==> src/rtl/audio_pkg.sv <==
// Shared types and constants for the audio I2S transmit path.
//
// Contents:
//   audio_sample_t  - signed 16-bit two's complement sample
//   state_e         - serializer state (IDLE, RUN)
//   SILENCE_OFFSET  - mid-scale code of the mixer's offset-binary output
//   offset_to_twos  - offset-binary to two's complement conversion
//
// Optional feature macro used by this codebase: AUDIO_DCBLOCK_EN.
package audio_pkg;

   typedef logic signed [15:0] audio_sample_t;

   typedef enum logic [0:0] {
      IDLE,
      RUN
   } state_e;

   localparam logic [15:0] SILENCE_OFFSET = 16'h8000;

   // Flipping the MSB of an offset-binary code gives its two's complement value.
   function automatic audio_sample_t offset_to_twos(input logic [15:0] s);
      return audio_sample_t'(s ^ SILENCE_OFFSET);
   endfunction

endpackage

==> src/rtl/audio_dc_block.sv <==
// First-order DC blocker: y = x - x_prev + y_prev - (y_prev >>> 8).
// Arithmetic is 18-bit signed; the result saturates to 16 bits and the saturated
// value is what feeds back as y_prev. One clk of latency from x_valid to y_valid.
//
// Ports:
//   clk      in   system clock
//   rst      in   asynchronous active-high reset (filter state cleared to 0)
//   x        in   converted two's complement sample
//   x_valid  in   strobe qualifying x
//   y        out  filtered sample
//   y_valid  out  strobe qualifying y, one clk after x_valid
//
// The module only exists when AUDIO_DCBLOCK_EN is defined.
`ifdef AUDIO_DCBLOCK_EN
module audio_dc_block
   import audio_pkg::*;
(
   input  logic          clk,
   input  logic          rst,
   input  audio_sample_t x,
   input  logic          x_valid,
   output audio_sample_t y,
   output logic          y_valid
);

   audio_sample_t      x_prev_q;
   audio_sample_t      y_q;
   logic               valid_q;
   logic signed [17:0] acc;
   audio_sample_t      sat;

   // |x - x_prev| <= 65535 and |y - y>>>8| < 32768, so the sum fits in 18 bits.
   always_comb begin
      acc = 18'(x) - 18'(x_prev_q) + 18'(y_q) - 18'(y_q >>> 8);
      if (acc > 18'sd32767) begin
         sat = 16'sh7FFF;
      end else if (acc < -18'sd32768) begin
         sat = 16'sh8000;
      end else begin
         sat = acc[15:0];
      end
   end

   always_ff @(posedge clk or posedge rst) begin
      if (rst) begin
         x_prev_q <= '0;
         y_q      <= '0;
         valid_q  <= 1'b0;
      end else begin
         valid_q <= x_valid;
         if (x_valid) begin
            x_prev_q <= x;
            y_q      <= sat;
         end
      end
   end

   assign y       = y_q;
   assign y_valid = valid_q;

endmodule
`endif

==> src/rtl/audio_i2s_tx.sv <==
// I2S transmitter for the mixed mono sound sample.
// Converts the mixer's offset-binary sample to two's complement, holds it in a
// one-deep buffer and sends it MSB-first in both the left and right slots of an
// I2S frame. BCLK and LRCK are derived locally from clk.
//
// Parameters:
//   BCLK_HALF  clk cycles per BCLK half-period (>= 2)
//   SLOT_BITS  BCLK cycles per channel slot (16..32), zero padded after the LSB
//
// Ports:
//   clk           in   system clock
//   rst           in   asynchronous active-high reset
//   enable        in   run the serializer; dropping it stops at the next frame boundary
//   sample_in     in   16-bit unsigned offset-binary sample (16'h8000 = silence)
//   sample_valid  in   one-clk strobe qualifying sample_in
//   clear_status  in   clears the sticky flags
//   i2s_bclk      out  bit clock
//   i2s_lrck      out  word select, 0 = left
//   i2s_data      out  serial data, updated on BCLK falling edges
//   underrun      out  sticky: frame started without a new sample
//   overrun       out  sticky: buffered sample overwritten before use
//
// Optional feature: define AUDIO_DCBLOCK_EN to insert audio_dc_block after the
// conversion (adds one clk to the hold fill).
module audio_i2s_tx
   import audio_pkg::*;
#(
   parameter int unsigned BCLK_HALF = 8,
   parameter int unsigned SLOT_BITS = 16
) (
   input  logic        clk,
   input  logic        rst,
   input  logic        enable,
   input  logic [15:0] sample_in,
   input  logic        sample_valid,
   input  logic        clear_status,
   output logic        i2s_bclk,
   output logic        i2s_lrck,
   output logic        i2s_data,
   output logic        underrun,
   output logic        overrun
);

   localparam int unsigned DIV_W = $clog2(BCLK_HALF);
   localparam int unsigned CNT_W = $clog2(2 * SLOT_BITS);

   localparam logic [DIV_W-1:0] DIV_LAST = DIV_W'(BCLK_HALF - 1);
   localparam logic [CNT_W-1:0] CNT_LAST = CNT_W'(2 * SLOT_BITS - 1);
   localparam logic [CNT_W-1:0] CNT_SLOT = CNT_W'(SLOT_BITS);

   // ---------------------------------------------------------------------------
   // Input conversion and optional DC blocking
   // ---------------------------------------------------------------------------
   audio_sample_t conv;
   audio_sample_t fill_data;
   logic          fill_valid;

   assign conv = offset_to_twos(sample_in);

`ifdef AUDIO_DCBLOCK_EN
   audio_dc_block u_dc_block (
      .clk     (clk),
      .rst     (rst),
      .x       (conv),
      .x_valid (sample_valid),
      .y       (fill_data),
      .y_valid (fill_valid)
   );
`else
   assign fill_data  = conv;
   assign fill_valid = sample_valid;
`endif

   // ---------------------------------------------------------------------------
   // State
   // ---------------------------------------------------------------------------
   state_e            state_q, state_d;
   logic [DIV_W-1:0]  div_q, div_d;
   logic [CNT_W-1:0]  cnt_q, cnt_d;
   logic              bclk_q, bclk_d;
   logic              lrck_q, lrck_d;
   logic              data_q, data_d;
   audio_sample_t     hold_q, hold_d;
   logic              hold_full_q, hold_full_d;
   audio_sample_t     word_q, word_d;
   logic              underrun_q, underrun_d;
   logic              overrun_q, overrun_d;

   logic              load;
   logic [CNT_W-1:0]  cnt_inc;

   // Bit driven while the counter holds c. The one-BCLK I2S delay means counter
   // value c carries slot bit c-1; c == 0 carries the last bit of the right slot.
   function automatic logic slot_bit(input audio_sample_t w, input logic [CNT_W-1:0] c);
      logic [CNT_W-1:0] b;
      logic [3:0]       idx;
      if (c == '0) begin
         b = CNT_SLOT - 1'b1;
      end else if (c > CNT_SLOT) begin
         b = c - CNT_SLOT - 1'b1;
      end else begin
         b = c - 1'b1;
      end
      idx = ~b[3:0];
      if (b[CNT_W-1:4] == '0) begin
         slot_bit = w[idx];
      end else begin
         slot_bit = 1'b0;
      end
   endfunction

   always_comb begin
      state_d     = state_q;
      div_d       = div_q;
      cnt_d       = cnt_q;
      bclk_d      = bclk_q;
      lrck_d      = lrck_q;
      data_d      = data_q;
      hold_d      = hold_q;
      hold_full_d = hold_full_q;
      word_d      = word_q;
      underrun_d  = underrun_q;
      overrun_d   = overrun_q;
      load        = 1'b0;
      cnt_inc     = cnt_q + 1'b1;

      if (clear_status) begin
         underrun_d = 1'b0;
         overrun_d  = 1'b0;
      end

      unique case (state_q)
         IDLE: begin
            div_d  = '0;
            cnt_d  = '0;
            bclk_d = 1'b0;
            lrck_d = 1'b0;
            data_d = 1'b0;
            // Entering RUN is itself a frame boundary: the buffered word is loaded.
            if (enable && hold_full_q) begin
               state_d = RUN;
               load    = 1'b1;
            end
         end

         RUN: begin
            if (div_q == DIV_LAST) begin
               div_d  = '0;
               bclk_d = ~bclk_q;
               // bclk currently high: this wrap is a falling edge, the update point.
               if (bclk_q) begin
                  if (cnt_q == CNT_LAST) begin
                     cnt_d  = '0;
                     lrck_d = 1'b0;
                     if (!enable) begin
                        state_d = IDLE;
                        data_d  = 1'b0;
                     end else begin
                        // Final bit of the outgoing frame still comes from the old word.
                        data_d = slot_bit(word_q, '0);
                        load   = 1'b1;
                        if (!hold_full_q) begin
                           underrun_d = 1'b1;
                        end
                     end
                  end else begin
                     cnt_d  = cnt_inc;
                     lrck_d = (cnt_inc >= CNT_SLOT);
                     data_d = slot_bit(word_q, cnt_inc);
                  end
               end
            end else begin
               div_d = div_q + 1'b1;
            end
         end

         default: state_d = IDLE;
      endcase

      // Underrun keeps the previous word; the load always empties the buffer.
      if (load) begin
         if (hold_full_q) begin
            word_d = hold_q;
         end
         hold_full_d = 1'b0;
      end

      // A fill on the same clk as a load refills the just-emptied buffer.
      if (fill_valid) begin
         hold_d      = fill_data;
         hold_full_d = 1'b1;
         if (hold_full_q && !load) begin
            overrun_d = 1'b1;
         end
      end
   end

   always_ff @(posedge clk or posedge rst) begin
      if (rst) begin
         state_q     <= IDLE;
         div_q       <= '0;
         cnt_q       <= '0;
         bclk_q      <= 1'b0;
         lrck_q      <= 1'b0;
         data_q      <= 1'b0;
         hold_q      <= '0;
         hold_full_q <= 1'b0;
         word_q      <= '0;
         underrun_q  <= 1'b0;
         overrun_q   <= 1'b0;
      end else begin
         state_q     <= state_d;
         div_q       <= div_d;
         cnt_q       <= cnt_d;
         bclk_q      <= bclk_d;
         lrck_q      <= lrck_d;
         data_q      <= data_d;
         hold_q      <= hold_d;
         hold_full_q <= hold_full_d;
         word_q      <= word_d;
         underrun_q  <= underrun_d;
         overrun_q   <= overrun_d;
      end
   end

   assign i2s_bclk = bclk_q;
   assign i2s_lrck = lrck_q;
   assign i2s_data = data_q;
   assign underrun = underrun_q;
   assign overrun  = overrun_q;

endmodule

==> config.mk <==
export PLATFORM = sky130hd
export DESIGN_NAME = audio_i2s_tx
export DESIGN_NICKNAME = d
export VERILOG_FILES = /design/src/rtl/audio_pkg.sv /design/src/rtl/audio_dc_block.sv /design/src/rtl/audio_i2s_tx.sv
export SDC_FILE = /design/constraint.sdc
export NUM_CORES = 1
export LEC_CHECK = 0
export ABC_AREA = 1
export CAP_MARGIN = 20
export CORE_ASPECT_RATIO = 0.9
export CORE_MARGIN = 10
export CORE_UTILIZATION = 35
export CTS_CLUSTER_SIZE = 28
export DETAILED_ROUTE_END_ITERATION = 12
export PLACE_DENSITY = 0.65
export SLEW_MARGIN = 20
export SYNTH_ARGS = -nofsm -noshare
export SYNTH_HDL_FRONTEND = slang
export SYNTH_HIERARCHICAL = 1
export SYNTH_SLANG_ARGS = --single-unit
==> constraint.sdc <==
create_clock -name clk -period 5 [get_ports clk]
set_clock_uncertainty 0.15 [all_clocks]
set_input_delay 1 -clock clk [delete_from_list [all_inputs] [get_ports clk]]
set_output_delay 1 -clock clk [all_outputs]
set_load 0.02 [all_outputs]
==> results of run 1 <==
## worst reg2reg max path, stage by stage, from the launching register on
cell and delay [ps]:
dfrtp_1 450, ha_1 260, nand2_2 120, nor2_1 60, ha_1 340, inv_1 100, a31oi_2 420, nand2_1 100
nand3_1 100, nand2_1 60, nand2_1 50, nand3_1 60, nand3_1 80, nand2_1 50
## routing by layer
metal,part of all wire,vias up
met5,0,-
met1,0.49,695
met4,0.012,0
met2,0.43,39
met3,0.058,7
li1,-,813
## cell families (layout without fill, tap and decap cells)
group	after synthesis	count (layout)	synth area share
compound gates	46	46	0.125
flops	46	46	0.558
buf+inv	50	77	0.0945
simple gates	95	95	0.186
xor+xnor	3	3	0.0127
fa+ha+maj	4	4	0.0242
## registers in the layout, summed over array words and instances, names as in the netlist
signal	flops
cnt_q	5
div_q	3
hold_full_q	1
hold_q	16
i2s_bclk	1
i2s_data	1
overrun	1
state_q	1
underrun	1
word_q	16
## power by group
part           switching, mW  total [mW]  internal [mW]
registers            0.00315       0.387          0.384
clock network          0.126       0.224         0.0982
logic                 0.0223      0.0430         0.0207
## placed cells by master (no fill, tap or decap), drive strengths merged
cell type      Yosys  layout
buf                4       1
clkinvlp           0       1
clkbuf             3       5
ha                 4       4
a31oi              1       1
nor3               1       1
a21oi              1       1
inv               43      42
nand2             67      67
o22ai              1       1
dfrtp             46      46
xor2               1       1
xnor2              2       2
clkdlybuf4s50      0      25
nor2               8       8
clkinv             0       3
o21ai             41      41
o31ai              2       2
nand3             19      19
## final cells by class
type                    instances  area, um^2
fillers                       571        3230
multi-input cells             148         718
flip-flops and latches         46        1150
well taps                      70        87.6
clock inverters                 3        21.3
clock buffers                   5        68.8
repair buffers                 26         258
inverters                      43         161
## how the worst min path moves through the flow
| stage | from | end | slack (ps) | cells past startpoint |
|---|---|---|---|---|
| after global placement | div_q[0]$_DFF_PP0_ | div_q[0]$_DFF_PP0_ | 280 | 1 |
| after floorplan | div_q[0]$_DFF_PP0_ | div_q[0]$_DFF_PP0_ | 260 | 1 |
| final | div_q[0]$_DFF_PP0_ | div_q[0]$_DFF_PP0_ | 300 | 1 |
| after detailed placement | div_q[0]$_DFF_PP0_ | div_q[0]$_DFF_PP0_ | 300 | 1 |
| after global routing | div_q[0]$_DFF_PP0_ | div_q[0]$_DFF_PP0_ | 330 | 1 |
| after CTS | div_q[0]$_DFF_PP0_ | div_q[0]$_DFF_PP0_ | 310 | 1 |
## stage by stage
stage | utilization | instances | power, mW | cell area [um^2]
2_1_floorplan | - | 244 | 0.415 | 2060
6_report | 0.433 | 341 | 0.653 | 2470
3_5_place_dp | 0.417 | 333 | 0.439 | 2380
3_3_place_gp | 0.417 | 333 | 0.438 | 2380
4_1_cts | 0.433 | 341 | 0.663 | 2470
5_1_grt | 0.433 | 341 | 0.689 | 2470
==> results by group, run 1 <==
Clocking
  – Worst-skew pair later-pin latency: 300 ps
  – CTS Root Cell: clkbuf_8
  – Cts repair resizes: 0
  – H-tree lvl count: 2
  – TritonCTS clock tree: yes
  – Hold buffer count at CTS: 0
  – CTS Sinks: 46
  – Clock Path Buffers: 2
  – CTS Buf Count: 5
  – Post-CTS setup buffer count: 0
  – Worst-path clk slew: 80 ps

Power and ir drop
  – Leakage: 1.18 nW
  – Cell Pwr Density: 265 nW/um^2
  – Worst-case vdd ir drop: 0.121 mV

Logic synthesis
  – Largest area contributor in the netlist: dfrtp_1
  – Most frequent cells after synthesis: 66 x nand2_1, 46 x dfrtp_1, 41 x inv_1
  – Mean Syn Cell Area: 8.46 um^2
  – Distinct cells, synth: 23
  – Synth Register Bits: 46
  – Synthesized area: 2060 um^2
  – Synth warnings: 6
  – Synth Flop Type: dfrtp_1
  – Syn Inst Count: 244
  – Top post-synthesis cells by area: dfrtp_1 56%, nand2_1 12%, o21ai_0 9.2%
  – Synthesized net count: ~270
  – Cell with the most instances after synthesis: nand2_1
  – Post-synth EDFFs: 0
  – Sequential share of the synthesized area: 0.558
  – Area share of the largest cell type after synthesis: 0.558
  – Asr flop ratio synth: 1.00

GRT
  – GR Util met3: 0.0327
  – M1 GR Usage: 0.107
  – Routing usage on met2: 0.139
  – Vias in the first global route: 1,560
  – Initial antenna violation count: 0
  – Gr ovfl total: 0
  – Layer with the highest usage: met2
  – Largest net degree at the start of global routing: 47
  – GRT Util Overall: 0.0884
  – Global-route wire length before repair: approximately 6.8 mm

Finish
  – Layout cells sized above 1: 0.0517
  – Area growth, synth to finish: 19.5%
  – NumNets Final: between 200 and 300
  – N_diodes: 0

Detailed routing
  – 1st-iter DRT viols: between 80 and 90
  – First-pass detailed-route iteration total: 4
  – Vias per inst: 4.56
  – Remaining antenna violation count: 0
  – Post-Route WL: 3.85 mm
  – Residual DRC count: 0
  – Drt wl/cell: approximately 11 um
  – Total vias in the final route: 1,554

STA
  – F_max: slightly below 400 MHz
  – Tmin final: 2550 ps
  – RSZ-0062 raised after global routing: false
  – Final worst-path cycle share: 0.510
  – Final hold viol count: 0
  – Final Setup Violations: 0
  – Setup_tns: 0 ps
  – Final WS setup: between 2000 and 2500 ps
  – Hold_ws: 304 ps
  – Slew Limit Fails: 0
  – Slew headroom: 0.424
  – Worst-Margin Slew: 861 ps

Critical path
  – WP buf/inv: 1
  – Top cell by count, worst path: nand2_1
  – CP Cell Sequence: clkdlybuf4s50_1, nand3_1, nand2_1, nand2_1, o21ai_0
  – Worst-case reg-to-reg path depth: 13
  – Levels on crit path: 5
  – R2r setup slk: roughly 2500 ps
  – CP Capture Point: word_q[0]$_DFFE_PP0P_
  – CP required: 5050 ps
  – Worst-path maximum fanout: 32
  – Worst reg2reg path endpoint: i2s_data$_DFFE_PP0P_
  – Reg2reg start: cnt_q[0]$_DFFE_PP0P_
  – CP Launch Type: input pin
  – Crit path DAT: 2600 ps
  – Critical path's top delay family: simple AND/OR/NAND/NOR gates
  – Crit path from: enable
  – Slowest CP cell: clkdlybuf4s50_1
  – Crit Path Category: in2reg
  – Setup crit end kind: flop
  – Crit-path max cell delay: 510 ps

Floorplanning
  – Chip width: 101 um
  – DIE AREA: around 9400 um^2
  – FP Rows: 26
  – Core area: 5690 um^2
  – Initial Utilization: 0.363
  – Top-level port count: 26
  – DIE HEIGHT: 92.9 um

Placed design
  – RePlAce Congestion: 0.781
  – Worst slack at placement: 2090 ps
  – IO buf count: 25
  – Hpwl dp: about 2.9 mm

Status
  – Status: finished clean

Run
  – MaxCap Viol Count: 0

Hold path
  – HP Class: reg2reg
(Power assumes the default switching activity.)
==> inputs of run 2 (changes only) <==
- clock period: 5 -> 2.4 ns (I/O delays scaled with it)
==> results by group, run 2 (same netlist as run 1, synthesis figures left out) <==
GRT
  – Gr ovfl total: 0 (unchanged)
  – Vias in the first global route: 1,532 (-1.8%)
  – Largest net degree at the start of global routing: 47 (unchanged)
  – Global-route wire length before repair: 6.88 mm (+1.0%)
  – GRT Util Overall: 0.0894 (+0.000949)
  – Initial antenna violation count: 0 (unchanged)

Finish
  – Fill cell count: 570 (-0.18%)
  – Post-layout util: 0.445 (+0.0116)
  – Most frequent cells in the layout: 66 x nand2_1, 46 x dfrtp_1, 40 x inv_1
  – Largest registers: hold_q: 16 flops, word_q: 16 flops, cnt_q: 5 flops
  – Layout cells sized above 1: 0.0620 (+0.0104)
  – Area growth, synth to finish: 22.7%
  – NumNets Final: 298 (+1.0%)
  – N_diodes: 0 (unchanged)
  – Commonest non-fill, non-tap cell in the layout: nand2_1

Clocking
  – CTS Root Cell: clkbuf_8
  – CTS Buf Count: 5 (unchanged)
  – TritonCTS clock tree: yes
  – Worst-path clk slew: 80 ps (about the same)
  – Worst-skew pair later-pin latency: 310 ps (about the same)
  – CTS Sinks: 46 (unchanged)
  – Post-CTS setup buffer count: 0 (unchanged)
  – H-tree lvl count: 2 (unchanged)
  – Clock Path Buffers: 2 (unchanged)

Critical path
  – Setup crit end kind: flop
  – CP required: 2450 ps (-2600 ps)
  – Crit path DAT: 2240 ps (-360 ps)
  – R2r setup slk: 210 ps (-2300 ps)
  – Worst-path maximum fanout: 8 (-75%)
  – Crit Path Category: reg2reg
  – CP Launch Type: flop
  – Worst-case reg-to-reg path depth: 13 (unchanged)

Floorplanning
  – DIE AREA: 9370 um^2 (unchanged)
  – Initial Utilization: 0.363 (unchanged)
  – Core area: 5690 um^2 (unchanged)
  – Chip width: 101 um (unchanged)
  – FP Rows: 26 (unchanged)
  – Top-level port count: 26 (unchanged)
  – DIE HEIGHT: 92.9 um (unchanged)

Power and ir drop
  – Leakage: 1.20 nW (+2.1%)
  – Cell Pwr Density: 582 nW/um^2 (+120%)
  – Worst-case vdd ir drop: 0.266 mV (+120%)
  – Overall power: 1.47 mW (+130%)

Hold path
  – HP Class: reg2reg
  – Hold Path Depth: 1 (unchanged)

Detailed routing
  – Drt wl/cell: 11.4 um (+0.60%)
  – Residual DRC count: 0 (unchanged)
  – Post-Route WL: 3.91 mm (+1.5%)
  – 1st-iter DRT viols: 56 (-34%)
  – Vias per inst: 4.56 (about the same)
  – First-pass detailed-route iteration total: 4 (unchanged)
  – Remaining antenna violation count: 0 (unchanged)
  – Total vias in the final route: 1,567 (+0.84%)

STA
  – Slew headroom: 0.709 (+0.284)
  – Final worst-path cycle share: 0.911
  – Setup_tns: 0 ps (unchanged)
  – Final Setup Violations: 0 (unchanged)
  – Tmin final: 2190 ps
  – Final hold viol count: 0 (unchanged)
  – Final WS setup: 214 ps (-2230 ps)
  – F_max: 457 MHz
  – Hold_ws: 305 ps (+0.916 ps)
  – RSZ-0062 raised after global routing: false
  – Slew Limit Fails: 0 (unchanged)
  – Worst-Margin Slew: 434 ps (-427 ps)

Run
  – MaxCap Viol Count: 0 (unchanged)

Placed design
  – RePlAce Congestion: 0.866 (+11%)
  – IO buf count: 25 (unchanged)
  – Hpwl dp: 2.85 mm (-0.34%)
  – Worst slack at placement: 65.1 ps (-2020 ps)

Status
  – Status: finished clean
[run 2: cell count changes in the layout (fill, tap and decap cells not counted), sizes merged]
cell / delta
buf: +3
bufinv: +1
clkbuf: +1
clkinv: -2
[run 2: worst max-delay path: stages, from the launching register on]
cell,delay [ps]
dfrtp_1,410
ha_2,200
nand2_2,110
nor2_1,60
ha_1,340
inv_1,100
a31oi_4,240
nand2_1,100
nand3_1,90
nand2_1,60
nand2_1,50
nand3_1,60
nand3_1,70
nand2_1,50
[run 2: final cells by class]
cell class / count / area [um^2] / share of cell area
clock buffers: 6 / 72.6 / 0.0287
clock inverters: 2 / 37.5 / 0.0148
inverters: 43 / 161 / 0.0637
multi-input cells: 148 / 729 / 0.288
flip-flops and latches: 46 / 1150 / 0.455
well taps: 70 / 87.6 / 0.0346
repair buffers: 29 / 293 / 0.116
[run 2: routing by layer]
layer	vias to the layer above	wire length (um)	part of all wire	track usage
met5	-	0	0	0
met4	0	76	0.019	0.0418
met3	10	221	0.057	0.0297
met2	31	1600	0.41	0.130
met1	702	2010	0.51	0.116
li1	824	-	-	-
[run 2: worst paths after layout]
kind                                      start              endpoint
setup / recovery           cnt_q[1]$_DFFE_PP0P_  i2s_data$_DFFE_PP0P_
hold / removal               div_q[0]$_DFF_PP0_    div_q[0]$_DFF_PP0_
max in group asynchronous                   rst    div_q[2]$_DFF_PP0_
min in group asynchronous                   rst    underrun$_DFF_PP0_
setup reg to reg           cnt_q[1]$_DFFE_PP0P_  i2s_data$_DFFE_PP0P_
hold reg to reg              div_q[0]$_DFF_PP0_    div_q[0]$_DFF_PP0_
[run 2: through the flow]
step,area (um^2),cells
floorplan,2060,244
global placement,2410,336
detailed placement,2410,336
CTS,2520,344
global route,2530,344
finish,2530,344
[run 2: report_power, final]
part	leakage, nW	internal (mW)	switching (mW)
Clock	0.0514	0.311	0.264
Combinational	0.573	0.0463	0.0472
Sequential	0.580	0.799	0.00666
Total	1.20	1.16	0.318
[run 2: timing repair]
action | 4_1_cts | 5_1_grt
endpoints found under the setup margin | 0 | 1
hold buffers | 0 | 0
gates resized for setup | 0 | 2
==> inputs of run 3 (changes only) <==
- DONT_BUFFER_PORTS: default -> 1
- PLACE_DENSITY: 0.65 -> 0.59
==> results by group, run 3 (same netlist as run 1, synthesis figures left out) <==
Status
  – Status: finished clean

Floorplanning
  – Initial Utilization: 0.363 (unchanged)
  – DIE HEIGHT: 92.9 um (unchanged)
  – Top-level port count: 26 (unchanged)
  – Chip width: 101 um (unchanged)
  – DIE AREA: 9370 um^2 (unchanged)
  – Core area: 5690 um^2 (unchanged)
  – FP Rows: 26 (unchanged)

Detailed routing
  – Total vias in the final route: 1,491 (-4.9%)
  – Residual DRC count: 0 (unchanged)
  – Drt wl/cell: 12.2 um (+7.4%)
  – 1st-iter DRT viols: 104 (+86%)
  – Vias per inst: 4.67 (+2.6%)
  – First-pass detailed-route iteration total: 4 (unchanged)
  – Post-Route WL: 3.89 mm (-0.41%)
  – Remaining antenna violation count: 0 (unchanged)

Clocking
  – CTS Sinks: 46 (unchanged)
  – CTS Root Cell: clkbuf_8
  – Worst-path clk slew: 80 ps (about the same)
  – Worst-skew pair later-pin latency: 290 ps (-20 ps)
  – H-tree lvl count: 2 (unchanged)
  – Clock Path Buffers: 2 (unchanged)
  – TritonCTS clock tree: yes
  – CTS Buf Count: 5 (unchanged)

Finish
  – Largest registers: hold_q: 16 flops, word_q: 16 flops, cnt_q: 5 flops
  – Area growth, synth to finish: 9.45%
  – Fin area: 2260 um^2 (-11%)
  – NumNets Final: 275 (-7.7%)
  – N_diodes: 0 (unchanged)
  – Layout cells sized above 1: 0.0763 (+0.0143)
  – Commonest non-fill, non-tap cell in the layout: nand2_1
  – Most frequent cells in the layout: 66 x nand2_1, 46 x dfrtp_1, 39 x inv_1

Power and ir drop
  – Leakage: 1.11 nW (-8.1%)
  – Worst-case vdd ir drop: 0.334 mV (+26%)
  – Cell Pwr Density: 584 nW/um^2 (+0.31%)

Critical path
  – Crit-path max cell delay: 410 ps (about the same)
  – WP buf/inv: 1 (unchanged)
  – Slowest CP cell: dfrtp_1
  – CP Launch Type: flop
  – Crit path DAT: 2220 ps (-20 ps)
  – Top cell by count, worst path: nand2_1
  – Critical path's top delay family: simple AND/OR/NAND/NOR gates
  – CP required: 2440 ps (about the same)
  – CP Cell Sequence: ha_2, nand2_2, nor2_1, ha_1, inv_2, a31oi_4, nand2_1, nand3_1, nand2_1, nand2_1, nand3_1, nand3_1, nand2_1
  – Worst-path maximum fanout: 8 (unchanged)
  – Setup crit end kind: flop
  – Crit Path Category: reg2reg

GRT
  – Initial antenna violation count: 0 (unchanged)
  – Largest net degree at the start of global routing: 33 (-30%)
  – Vias in the first global route: 1,508 (-1.6%)
  – Global-route wire length before repair: 7.04 mm (+2.3%)
  – GRT Util Overall: 0.0919 (+0.00253)
  – Gr ovfl total: 0 (unchanged)

STA
  – Slew Limit Fails: 0 (unchanged)
  – Worst-Margin Slew: 443 ps (+9.34 ps)
  – Final Setup Violations: 0 (unchanged)
  – Slew headroom: 0.702 (-0.00627)
  – Final WS setup: 224 ps (+9.81 ps)
  – Hold_ws: 138 ps (-167 ps)
  – Tmin final: 2180 ps (-9.81 ps)
  – Final worst-path cycle share: 0.907 (-0.00409)
  – F_max: 459 MHz (+0.45%)
  – RSZ-0062 raised after global routing: false
  – Setup_tns: 0 ps (unchanged)
  – Final hold viol count: 0 (unchanged)

Run
  – MaxCap Viol Count: 0 (unchanged)

Placed design
  – Worst slack at placement: 16.1 ps (-49.0 ps)
  – IO buf count: 0 (-100%)
  – RePlAce Congestion: 0.893 (+3.1%)
  – Hpwl dp: 2.90 mm (+1.7%)
  – DP Area: 2150 um^2 (-11%)

Hold path
  – HP Class: in2reg
==> run 3: cell count changes in the layout (fill, tap and decap cells not counted), sizes merged <==
cell / before / now
clkdlybuf4s50: 25 / 0
buf: 4 / 5
bufinv: 1 / 0
clkinv: 1 / 0
clkinvlp: 1 / 0
dlygate4sd3: 0 / 1
inv: 42 / 43
==> run 3: metal layers <==
layer  global-route usage  share of wire  vias up  wire length, um
met3               0.0297          0.040        5              156
met2                0.130           0.43       27             1680
met1                0.126           0.51      687             1990
li1                     -              -      772                -
met5                    0              0        -                0
met4               0.0360          0.015        0               58
==> run 3: metrics by stage <==
step / std cells / util / power, mW
after floorplan: 244 / - / 0.864
after global placement: 311 / 0.377 / 0.872
after detailed placement: 311 / 0.377 / 0.874
after CTS: 318 / 0.394 / 1.34
after global routing: 319 / 0.397 / 1.39
final: 319 / 0.397 / 1.32
==> run 3: final timing paths <==
check                                      from                endpoint  slack (ps)  depth (start not counted)
hold / removal                     sample_valid   hold_q[9]$_DFFE_PP0P_         140                          1
min in group asynchronous                   rst  word_q[10]$_DFFE_PP0P_         440                          2
hold reg to reg              div_q[0]$_DFF_PP0_      div_q[0]$_DFF_PP0_         300                          1
max in group asynchronous                   rst    cnt_q[0]$_DFFE_PP0P_        1110                          3
setup / recovery           cnt_q[1]$_DFFE_PP0P_    i2s_data$_DFFE_PP0P_         220                         13
setup reg to reg           cnt_q[1]$_DFFE_PP0P_    i2s_data$_DFFE_PP0P_         220                         13
==> run 3: repair_timing <==
action,in CTS,in global routing
endpoints found under the hold margin,13,0
buffers inserted,0,1
hold buffers,1,0
resized for setup,0,3
endpoints found under the setup margin,0,1
==> run 3: final cells by class <==
| class | instances | area [um^2] |
|---|---|---|
| multi-input cells | 148 | 729 |
| inverters | 43 | 161 |
| flip-flops and latches | 46 | 1150 |
| clock buffers | 6 | 82.6 |
| fillers | 560 | 3430 |
| repair buffers | 6 | 47.5 |
| well taps | 70 | 87.6 |
==> run 3: power breakdown <==
| group | leakage (nW) | total (mW) | internal, mW | switching [mW] |
|---|---|---|---|---|
| registers | 0.580 | 0.807 | 0.799 | 0.00799 |
| logic | 0.484 | 0.0501 | 0.0157 | 0.0345 |
| clock network | 0.0431 | 0.462 | 0.222 | 0.239 |
| total | 1.11 | 1.32 | 1.04 | 0.282 |
